[config.mk]
export PLATFORM = sky130hd
export DESIGN_NAME = spi_byte_queue_flat
export DESIGN_NICKNAME = d
export VERILOG_FILES = /design/src/rtl/spi_byte_queue_if.sv /design/src/rtl/spi_byte_queue.sv /design/src/flat_wrapper.sv
export SDC_FILE = /design/constraint.sdc
export NUM_CORES = 1
export LEC_CHECK = 0
export CORE_AREA = 2 2 121 123
export CTS_BUF_LIST = sky130_fd_sc_hd__clkbuf_16
export CTS_CLUSTER_DIAMETER = 120
export DETAILED_ROUTE_END_ITERATION = 7
export DIE_AREA = 0 0 123 125
export HOLD_SLACK_MARGIN = 0.08
export PLACE_DENSITY = 0.74
export SLEW_MARGIN = 40
export SYNTH_ARGS = -nofsm -noshare
export SYNTH_HDL_FRONTEND = slang
export SYNTH_SLANG_ARGS = --single-unit
[constraint.sdc]
create_clock -name clk -period 4.56 [get_ports clk]
set_input_delay 0.684 -clock clk [delete_from_list [all_inputs] [get_ports clk]]
set_output_delay 0.684 -clock clk [all_outputs]
set_load 0.05 [all_outputs]
[src/rtl/spi_byte_queue_if.sv]
`default_nettype none
// ============================================================================
// Module   : spi_byte_queue_if
// Brief    : Host-side TX/RX byte stream bundle for spi_byte_queue.
// Revision : 1.0 - initial release
// ============================================================================
interface spi_byte_queue_if;
    logic       tx_valid;
    logic       tx_ready;
    logic [7:0] tx_data;
    logic       rx_valid;
    logic       rx_ready;
    logic [7:0] rx_data;

    modport master (
        output tx_valid, tx_data, rx_ready,
        input  tx_ready, rx_valid, rx_data
    );

    modport slave (
        input  tx_valid, tx_data, rx_ready,
        output tx_ready, rx_valid, rx_data
    );
endinterface
`default_nettype wire

[src/rtl/spi_byte_queue.sv]
`default_nettype none
// ============================================================================
// Module   : spi_byte_queue
// Brief    : TX/RX byte FIFOs in front of an SPI master, one transfer in flight.
//            Optional watchdog on the master's done enabled by SPI_TIMEOUT_EN.
// Revision : 1.0 - initial release
// ============================================================================
module spi_byte_queue #(
    parameter int DEPTH          = 8,
    parameter int ADDR_W         = 3,
    parameter int GAP_CYCLES     = 2,
    parameter int TIMEOUT_CYCLES = 1024
) (
    input  wire logic              clk,
    input  wire logic              rst,
    spi_byte_queue_if.slave        host,
    output logic                   spi_send,
    output logic [7:0]             spi_data_in,
    input  wire logic [7:0]        spi_data_out,
    input  wire logic              spi_done,
    output logic                   busy,
    output logic [ADDR_W:0]        tx_level,
    output logic [ADDR_W:0]        rx_level,
    output logic                   timeout_err
);

    typedef enum logic [1:0] {
        S_IDLE      = 2'd0,
        S_LAUNCH    = 2'd1,
        S_WAIT_DONE = 2'd2,
        S_GAP       = 2'd3
    } state_t;

    localparam logic [ADDR_W:0]   c_FULL    = (ADDR_W+1)'(DEPTH);
    localparam logic [ADDR_W:0]   c_LVL_ONE = (ADDR_W+1)'(1);
    localparam logic [ADDR_W-1:0] c_PTR_ONE = ADDR_W'(1);
    localparam int                c_GAP_W   = (GAP_CYCLES > 1) ? $clog2(GAP_CYCLES) : 1;
    localparam logic [c_GAP_W-1:0] c_GAP_LAST = c_GAP_W'(GAP_CYCLES - 1);
    localparam logic [c_GAP_W-1:0] c_GAP_ONE  = c_GAP_W'(1);
    localparam state_t            c_AFTER_XFER = (GAP_CYCLES == 0) ? S_IDLE : S_GAP;

    state_t              r_state;
    logic [7:0]          r_tx_mem [DEPTH];
    logic [7:0]          r_rx_mem [DEPTH];
    logic [ADDR_W-1:0]   r_tx_wr, r_tx_rd, r_rx_wr, r_rx_rd;
    logic [ADDR_W:0]     r_tx_level, r_rx_level;
    logic                r_done_q;
    logic                r_spi_send;
    logic [7:0]          r_spi_data_in;
    logic [c_GAP_W-1:0]  r_gap_cnt;

    logic w_tx_ready, w_rx_valid;
    logic w_tx_push, w_tx_pop, w_rx_push, w_rx_pop;
    logic w_done_rise;

    assign w_done_rise = spi_done & ~r_done_q;
    assign w_tx_ready  = (r_tx_level != c_FULL);
    assign w_rx_valid  = (r_rx_level != '0);
    assign w_tx_push   = host.tx_valid & w_tx_ready;
    // Launch only with room in RX, so a completed transfer can always be stored.
    assign w_tx_pop    = (r_state == S_IDLE) && (r_tx_level != '0) && (r_rx_level != c_FULL);
    assign w_rx_push   = (r_state == S_WAIT_DONE) && w_done_rise;
    assign w_rx_pop    = host.rx_ready & w_rx_valid;

    assign host.tx_ready = w_tx_ready;
    assign host.rx_valid = w_rx_valid;
    assign host.rx_data  = r_rx_mem[r_rx_rd];
    assign tx_level      = r_tx_level;
    assign rx_level      = r_rx_level;
    assign spi_send      = r_spi_send;
    assign spi_data_in   = r_spi_data_in;
    assign busy          = (r_state != S_IDLE);

    always_ff @(posedge clk) begin
        if (w_tx_push) r_tx_mem[r_tx_wr] <= host.tx_data;
        if (w_rx_push) r_rx_mem[r_rx_wr] <= spi_data_out;
    end

    always_ff @(posedge clk) begin
        if (rst) begin
            r_tx_wr    <= '0;
            r_tx_rd    <= '0;
            r_tx_level <= '0;
            r_rx_wr    <= '0;
            r_rx_rd    <= '0;
            r_rx_level <= '0;
        end else begin
            if (w_tx_push) r_tx_wr <= r_tx_wr + c_PTR_ONE;
            if (w_tx_pop)  r_tx_rd <= r_tx_rd + c_PTR_ONE;
            if (w_tx_push && !w_tx_pop)      r_tx_level <= r_tx_level + c_LVL_ONE;
            else if (!w_tx_push && w_tx_pop) r_tx_level <= r_tx_level - c_LVL_ONE;

            if (w_rx_push) r_rx_wr <= r_rx_wr + c_PTR_ONE;
            if (w_rx_pop)  r_rx_rd <= r_rx_rd + c_PTR_ONE;
            if (w_rx_push && !w_rx_pop)      r_rx_level <= r_rx_level + c_LVL_ONE;
            else if (!w_rx_push && w_rx_pop) r_rx_level <= r_rx_level - c_LVL_ONE;
        end
    end

`ifdef SPI_TIMEOUT_EN
    localparam int               c_TO_W    = (TIMEOUT_CYCLES > 1) ? $clog2(TIMEOUT_CYCLES) : 1;
    localparam logic [c_TO_W-1:0] c_TO_LAST = c_TO_W'(TIMEOUT_CYCLES - 1);
    localparam logic [c_TO_W-1:0] c_TO_ONE  = c_TO_W'(1);
    logic [c_TO_W-1:0] r_to_cnt;
    logic              r_timeout_err;
    assign timeout_err = r_timeout_err;
`else
    logic w_unused_timeout;
    assign w_unused_timeout = (TIMEOUT_CYCLES != 0);
    assign timeout_err      = 1'b0;
`endif

    always_ff @(posedge clk) begin
        if (rst) begin
            r_state       <= S_IDLE;
            r_done_q      <= 1'b0;
            r_spi_send    <= 1'b0;
            r_spi_data_in <= 8'h00;
            r_gap_cnt     <= '0;
`ifdef SPI_TIMEOUT_EN
            r_to_cnt      <= '0;
            r_timeout_err <= 1'b0;
`endif
        end else begin
            r_done_q   <= spi_done;
            r_spi_send <= 1'b0;
            case (r_state)
                S_IDLE: begin
                    if (w_tx_pop) begin
                        r_spi_data_in <= r_tx_mem[r_tx_rd];
                        r_spi_send    <= 1'b1;
                        r_state       <= S_LAUNCH;
                    end
                end
                S_LAUNCH: begin
`ifdef SPI_TIMEOUT_EN
                    r_to_cnt <= '0;
`endif
                    r_state <= S_WAIT_DONE;
                end
                S_WAIT_DONE: begin
                    r_gap_cnt <= '0;
                    if (w_done_rise) begin
                        r_state <= c_AFTER_XFER;
`ifdef SPI_TIMEOUT_EN
                    end else if (r_to_cnt == c_TO_LAST) begin
                        // Abandon the transfer: nothing is queued for readback.
                        r_timeout_err <= 1'b1;
                        r_state       <= c_AFTER_XFER;
                    end else begin
                        r_to_cnt <= r_to_cnt + c_TO_ONE;
`endif
                    end
                end
                S_GAP: begin
                    if (r_gap_cnt == c_GAP_LAST) r_state <= S_IDLE;
                    else                         r_gap_cnt <= r_gap_cnt + c_GAP_ONE;
                end
                default: r_state <= S_IDLE;
            endcase
        end
    end

endmodule
`default_nettype wire

[src/flat_wrapper.sv]
// flat-port wrapper written by rule: the top's interface ports become plain ports
module spi_byte_queue_flat 
#(
    parameter int DEPTH          = 8,
    parameter int ADDR_W         = 3,
    parameter int GAP_CYCLES     = 2,
    parameter int TIMEOUT_CYCLES = 1024
)
  (clk, rst, spi_send, spi_data_in, spi_data_out, spi_done, busy, tx_level, rx_level, timeout_err, host_tx_valid, host_tx_data, host_rx_ready, host_tx_ready, host_rx_valid, host_rx_data);
  spi_byte_queue_if host_i ();
  input  wire logic clk;
  input  wire logic rst;
  output logic spi_send;
  output logic [7:0] spi_data_in;
  input  wire logic [7:0] spi_data_out;
  input  wire logic spi_done;
  output logic busy;
  output logic [ADDR_W:0] tx_level;
  output logic [ADDR_W:0] rx_level;
  output logic timeout_err;
  input wire logic [$bits(host_i.tx_valid)-1:0] host_tx_valid;
  input wire logic [$bits(host_i.tx_data)-1:0] host_tx_data;
  input wire logic [$bits(host_i.rx_ready)-1:0] host_rx_ready;
  output wire logic [$bits(host_i.tx_ready)-1:0] host_tx_ready;
  output wire logic [$bits(host_i.rx_valid)-1:0] host_rx_valid;
  output wire logic [$bits(host_i.rx_data)-1:0] host_rx_data;
  assign host_i.tx_valid = host_tx_valid;
  assign host_i.tx_data = host_tx_data;
  assign host_i.rx_ready = host_rx_ready;
  assign host_tx_ready = host_i.tx_ready;
  assign host_rx_valid = host_i.rx_valid;
  assign host_rx_data = host_i.rx_data;
  spi_byte_queue #(.DEPTH(DEPTH), .ADDR_W(ADDR_W), .GAP_CYCLES(GAP_CYCLES), .TIMEOUT_CYCLES(TIMEOUT_CYCLES)) u_core (.clk(clk), .rst(rst), .host(host_i), .spi_send(spi_send), .spi_data_in(spi_data_in), .spi_data_out(spi_data_out), .spi_done(spi_done), .busy(busy), .tx_level(tx_level), .rx_level(rx_level), .timeout_err(timeout_err));
endmodule
==> impl_metrics.tcl, run 1 <==
set metrics [dict create \
    port_buffers 48 \
    ys_ff_latch 164 \
    seq_area_frac_synth_pct 69.1 \
    yosysUniqueCellTypes 39 \
    maxSlewHeadroom_pct 45.2 \
    grt_max_degree 27 \
    cp_max_fo 16 \
    syn-cell-area_um2 6600 \
    critPathCapture "host_rx_data[7]" \
    cts_sinks 164 \
    dp_hpwl_mm 7.59 \
    timing.max_cap.violations 0 \
    clk_path_buf_depth 2 \
    setup_viol 0 \
    dr.pass1.iters 4 \
    cts-root-buf "clkbuf_16" \
    drive_above_1_share_pct 23.2 \
    die_h_um 125 \
    status "finished, final reports clean" \
    cp-start-kind "flop" \
    antenna_found_initial 0 \
    cts_tree "yes" \
    timing.rr.end "u_core.tx_level[3]" \
    place_congestion 0.751 \
    initial_core_util_pct 46.5 \
    worst-setup-path-type "flop to output pin" \
    diodes 0 \
    ff_latch_area_um2 4570 \
    coreArea_um2 14200 \
    worst_slew_pin_slew_ns 0.820 \
    nets 477 \
    hold_buffers 0 \
    syn_nets 423 \
    path_buf_inv 2 \
    drt-total-wl_mm 11.8 \
    period_needed_ns 3.28 \
    cts_buffers 17 \
    avgRoutedWirePerCell_um 18.5 \
    syn_inst 386 \
    n_fill_cell 1097 \
    r2r_slack_ns 1.58 \
    multi_input_area_um2 1920 \
    drtAntennaViolNets 0 \
    cp.arrival_ns 2.59 \
    cts_resized 0 \
    path_depth 4 \
    grt.total_usage_pct 16.7 \
    worstPathCellList "buf_4 > mux4_2 > mux2_2 > clkdlybuf4s50_1" \
    rsz0062_at_grt "no" \
    leakage_nw 2.62 \
    final_util_pct 55.6 \
    ys.flop_type "edfxtp_1" \
    postCtsSetupRepairBufs 0 \
    powerDensity_nw_per_um2 583 \
    clkLatencyLatePin_ns 0.42 \
    initialDrtViolationCount 297 \
    synth_edf_count 128 \
    vdd_drop_max_mv 0.383 \
    grt_pass1_wl_mm 19.0 \
    finalCritPeriodShare_pct 71.9 \
    critPathMaxStageDelay_ns 0.70 \
    syn_area_per_cell_um2 17.1 \
    fin_skew_ns 0.00684 \
    hold_viol 0 \
    rows 44 \
    slowest_stage "clkdlybuf4s50_1" \
    htreeDepth 4 \
    fmax_mhz 305 \
    syn_to_final_growth_pct 19.7 \
    drc_errors 0 \
    maxSlewViolCount 0 \
    vias 3357 \
    dieArea_um2 15400 \
    worst_setup_path_end_kind "output pin" \
    rr_worst_depth 10 \
    crit_required_ns 3.88 \
    first_global_vias 3642 \
    tns_ns 0 \
    gr-total-overflow 0 \
    routed_via_density 5.27 \
    die_w_um 123 \
    ys_warn_count 0 \
    path_clk_slew_ns 0.06 \
    ios 50 \
    crit_family "buffers and inverters" \
    ys_async_sr_fraction_pct 0 \
    hp-class "flop to flop" \
    r2r_start "u_core.tx_level[0]" \
]
==> kinds of logic (layout without fill, tap and decap cells) <==
kind of cell | count (synthesis) | in the layout | share of synthesized area, %
buffers and inverters | 31 | 98 | 2.35
muxes | 54 | 54 | 14.4
adders and majority gates | 16 | 16 | 3.26
and+or+nand+nor | 83 | 83 | 6.05
AOI/OAI and AO/OA | 26 | 26 | 3.13
other | 1 | 1 | 0.0568
DFF | 164 | 164 | 69.1
xor gates and xnor gates | 11 | 11 | 1.57
==> routing by layer <==
| metal | GRT usage, % | share of wire, % |
|---|---|---|
| met3 | 5.11 | 5.7 |
| met4 | 4.81 | 1.1 |
| met2 | 28.9 | 53 |
| met1 | 20.2 | 40 |
| met5 | 0 | 0 |
==> cells in the mapped netlist (8+ instances only) <==
master / count / share of area [%]
edfxtp_1: 128 / 58
nor2_1: 44 / 2.5
dfxtp_1: 36 / 11
mux4_2: 32 / 11
ha_1: 14 / 2.7
mux2i_1: 12 / 1.8
clkbuf_1: 10 / 0.57
inv_1: 10 / 0.57
mux2_2: 10 / 1.7
a21oi_1: 9 / 0.68
a211oi_2: 8 / 1.5
nand2_1: 8 / 0.45
xor2_1: 8 / 1.1
==> stage by stage <==
step | hold WS [ns] | total power [mW] | area [um2] | setup slack, ns | std cells
final | 0.491 | 4.61 | 7900 | 1.28 | 637
after global placement | 0.470 | 3.15 | 7260 | 1.61 | 605
after CTS | 0.503 | 4.66 | 7890 | 1.12 | 637
after floorplan | 0.454 | 2.88 | 6600 | 1.32 | 386
after global routing | 0.518 | 4.83 | 7900 | 1.16 | 637
after detailed placement | 0.489 | 3.20 | 7270 | 1.50 | 605
==> layout by cell type, fill, tap and decap left out, types with 6 or more instances in the layout <==
cell	count
edfxtp_1	128
buf_4	8
a21oi_1	9
mux2i_1	12
dfxtp_1	34
nor2_1	36
nand2_1	8
xor2_1	8
nand3_1	7
ha_1	14
mux2_2	10
clkdlybuf4s50_1	47
mux4_2	32
nand2b_1	6
nor2_2	8
a211oi_2	8
inv_1	13
clkbuf_16	17
==> cell type report <==
type,instances,area share (%)
clock buffer,17,5.38
clock inverter,15,2.41
inverter,10,0.475
multi-input combinational,191,24.3
sequential,164,57.8
tap,184,2.91
timing repair buffer,56,6.78
==> worst min-delay path by stage <==
stage / slack, ns / depth (start not counted) / startpoint / end
2_1_floorplan: 0.45 / 2 / u_core.r_rx_rd[1] / flop
3_3_place_gp: 0.47 / 2 / u_core.r_gap_cnt / u_core.r_gap_cnt
3_5_place_dp: 0.49 / 2 / u_core.r_rx_rd[1] / u_core.r_rx_rd[1]
4_1_cts: 0.50 / 2 / u_core.r_rx_rd[1] / u_core.r_rx_rd[1]
5_1_grt: 0.52 / 2 / u_core.r_rx_rd[1] / flop
6_report: 0.49 / 2 / u_core.r_rx_rd[1] / flop
==> sequential cells by signal (all words and copies together), names as in the netlist, named ones only <==
signal,flops
u_core.rx_level,4
u_core.spi_send,1
u_core.r_tx_mem,64
u_core.r_rx_rd,3
u_core.r_tx_wr,3
u_core.spi_data_in,8
u_core.r_gap_cnt,1
u_core.r_tx_rd,3
u_core.tx_level,4
u_core.r_state,2
u_core.r_rx_wr,3
u_core.r_rx_mem,64
u_core.r_done_q,1
==> tightest hold or removal path: cells and delay by family (launching register included) <==
family	cells	cell delay, ns
and+or+nand+nor	1	0.06
DFF	1	0.31
AOI/OAI and AO/OA	1	0.07
==> power breakdown <==
part	internal (mW)	total [mW]	switching, mW
clock network	0.912	1.46	0.551
logic	0.557	1.31	0.751
registers	1.73	1.84	0.110
Power figures use the tool's default switching activity.
==> run 2, diff against run 1 <==
- clock period: 4.56 -> 3.05 ns (I/O delays scaled with it)
==> run 2 against run 1 <==
  * Clock skew up 0.0011 ns
  * Cell count up 2.0%
  * Critical path depth up 5
  * First-iteration DRC count down 22%
  * Via count up 2.9%
  * Sequential share of layout area up 0.075 points
  * Core utilization about the same
  * Total power up 45%
  * Non-clock buffer count up 14
  * Critical path type is now flop to flop
  * Largest cell class unchanged
  * Largest power group unchanged
==> impl_metrics.tcl, run 2 (same netlist as run 1, synthesis figures left out) <==
set metrics [dict create \
    drt-total-wl_mm 11.4 \
    clkLatencyLatePin_ns 0.42 \
    r2r_slack_ns 0.19 \
    nets 491 \
    diodes 0 \
    cts_buffers 17 \
    die_w_um 123 \
    place_congestion 0.762 \
    hold_path_end "u_core.rx_level[2]" \
    path_clk_slew_ns 0.06 \
    fin_skew_ns 0.00791 \
    routed_via_density 5.32 \
    timing.max_cap.violations 0 \
    rsz0062_at_grt "no" \
    drive_above_1_share_pct 26.0 \
    antenna_found_initial 0 \
    hp-class "primary input to flop" \
    hold_buffers 0 \
    period_needed_ns 2.86 \
    clk_path_buf_depth 2 \
    finalNonFillerCells 650 \
    coreArea_um2 14200 \
    crit_start "u_core.rx_level[0]" \
    dp_hpwl_mm 7.37 \
    setup_viol 0 \
    hold_viol 0 \
    initialDrtViolationCount 231 \
    vdd_drop_max_mv 0.572 \
    drtAntennaViolNets 0 \
    grt.total_usage_pct 16.0 \
    dpl_cell_area_um2 7340 \
    gr-total-overflow 0 \
    leakage_nw 2.65 \
    powerDensity_nw_per_um2 848 \
    status "finished, final reports clean" \
    stdcell_area_um2 7900 \
    grt_pass1_wl_mm 18.3 \
    maxSlewViolCount 0 \
    htreeDepth 4 \
    holdPathStages 2 \
    cp_max_fo 6 \
    r2r_start "u_core.rx_level[0]" \
    dr.pass1.iters 4 \
    port_buffers 48 \
    cp.arrival_ns 3.16 \
    initial_core_util_pct 46.5 \
    n_fill_cell 1130 \
    cts-root-buf "clkbuf_16" \
    cts_tree "yes" \
    most-common-layout-cells "edfxtp_1 (128), nor2_1 (44), clkdlybuf4s50_1 (39)" \
    dieArea_um2 15400 \
    rr_worst_depth 9 \
    cp-start-kind "flop" \
    grt_max_degree 26 \
    crit_required_ns 3.35 \
    die_h_um 125 \
    numPlacedInstances 619 \
    worst_setup_path_end_kind "flop" \
    hp-start "rst" \
    rows 44 \
    final_common_cell "edfxtp_1" \
    timing.rr.end "u_core.rx_level[3]" \
    avgRoutedWirePerCell_um 17.6 \
    maxSlewHeadroom_pct 59.5 \
    drc_errors 0 \
    first_global_vias 3518 \
    fmax_mhz 350 \
    finalCritPeriodShare_pct 93.8 \
    worst_slew_pin_slew_ns 0.607 \
    worst-setup-path-type "flop to flop" \
    ios 50 \
    syn_to_final_growth_pct 19.7 \
    cts_sinks 164 \
    vias 3456 \
]
-- run 2: cell count changes in the layout (fill, tap and decap cells not counted), sizes merged --
cell / previous run / this run
bufinv: 4 / 1
clkinv: 7 / 6
clkinvlp: 0 / 2
clkdlybuf4s50: 47 / 39
buf: 9 / 31
inv: 14 / 15
-- run 2: what timing repair did --
item,4_1_cts,5_1_grt
buffers inserted,0,0
gates resized for setup,0,1
endpoints found under the setup margin,0,1
-- run 2: final cells by class --
cell class	count	area, um2	area share (%)
clock buffer	17	425	5.38
sequential	164	4570	57.9
timing repair buffer	70	621	7.86
tap	184	230	2.91
clock inverter	14	131	1.66
multi-input combinational	191	1880	23.9
inverter	10	37.5	0.475
-- run 2: per-layer routing --
metal  vias to the layer above  GRT usage (%)  routed length (um)
met2                        77           27.8                6100
met1                      1747           19.4                4710
met3                        15           3.97                 429
li1                       1617              -                   -
met4                         0           5.75                 185
met5                         -              0                   0
-- run 2: where the power goes --
part | switching (mW) | internal, mW
Clock | 0.853 | 1.13
Sequential | 0.146 | 2.59
Combinational | 1.14 | 0.842
Total | 2.14 | 4.56
-- run 2: critical path, cell delays in order, from the launching register on --
cell and delay (ns):
dfxtp_1 0.39, or4_2 0.73, nand2_1 0.17, ha_1 0.19, inv_1 0.10, ha_1 0.33
a21oi_1 0.18, a211oi_1 0.10, a31oi_1 0.20, mux2_2 0.35
-- run 2: worst max-delay path by stage --
stage	cells after the start	to	slack, ns
global placement	10	u_core.tx_level[3]	0.32
global route	9	u_core.rx_level[3]	0.05
CTS	10	u_core.tx_level[3]	0.18
finish	9	u_core.rx_level[3]	0.19
floorplan	9	u_core.rx_level[3]	-0.009
detailed placement	10	u_core.tx_level[3]	0.20
-- run 2: through the flow --
| step | utilization (%) | total power [mW] | worst slack, ns | hold WS (ns) | TNS, ns |
|---|---|---|---|---|---|
| after floorplan | - | 4.31 | -0.00917 | 0.454 | -0.0157 |
| after global placement | 51.7 | 4.73 | 0.319 | 0.472 | 0 |
| after detailed placement | 51.7 | 4.78 | 0.199 | 0.485 | 0 |
| after CTS | 55.6 | 6.77 | 0.176 | 0.504 | 0 |
| after global routing | 55.6 | 7.02 | 0.0470 | 0.491 | 0 |
| final | 55.6 | 6.70 | 0.190 | 0.464 | 0 |
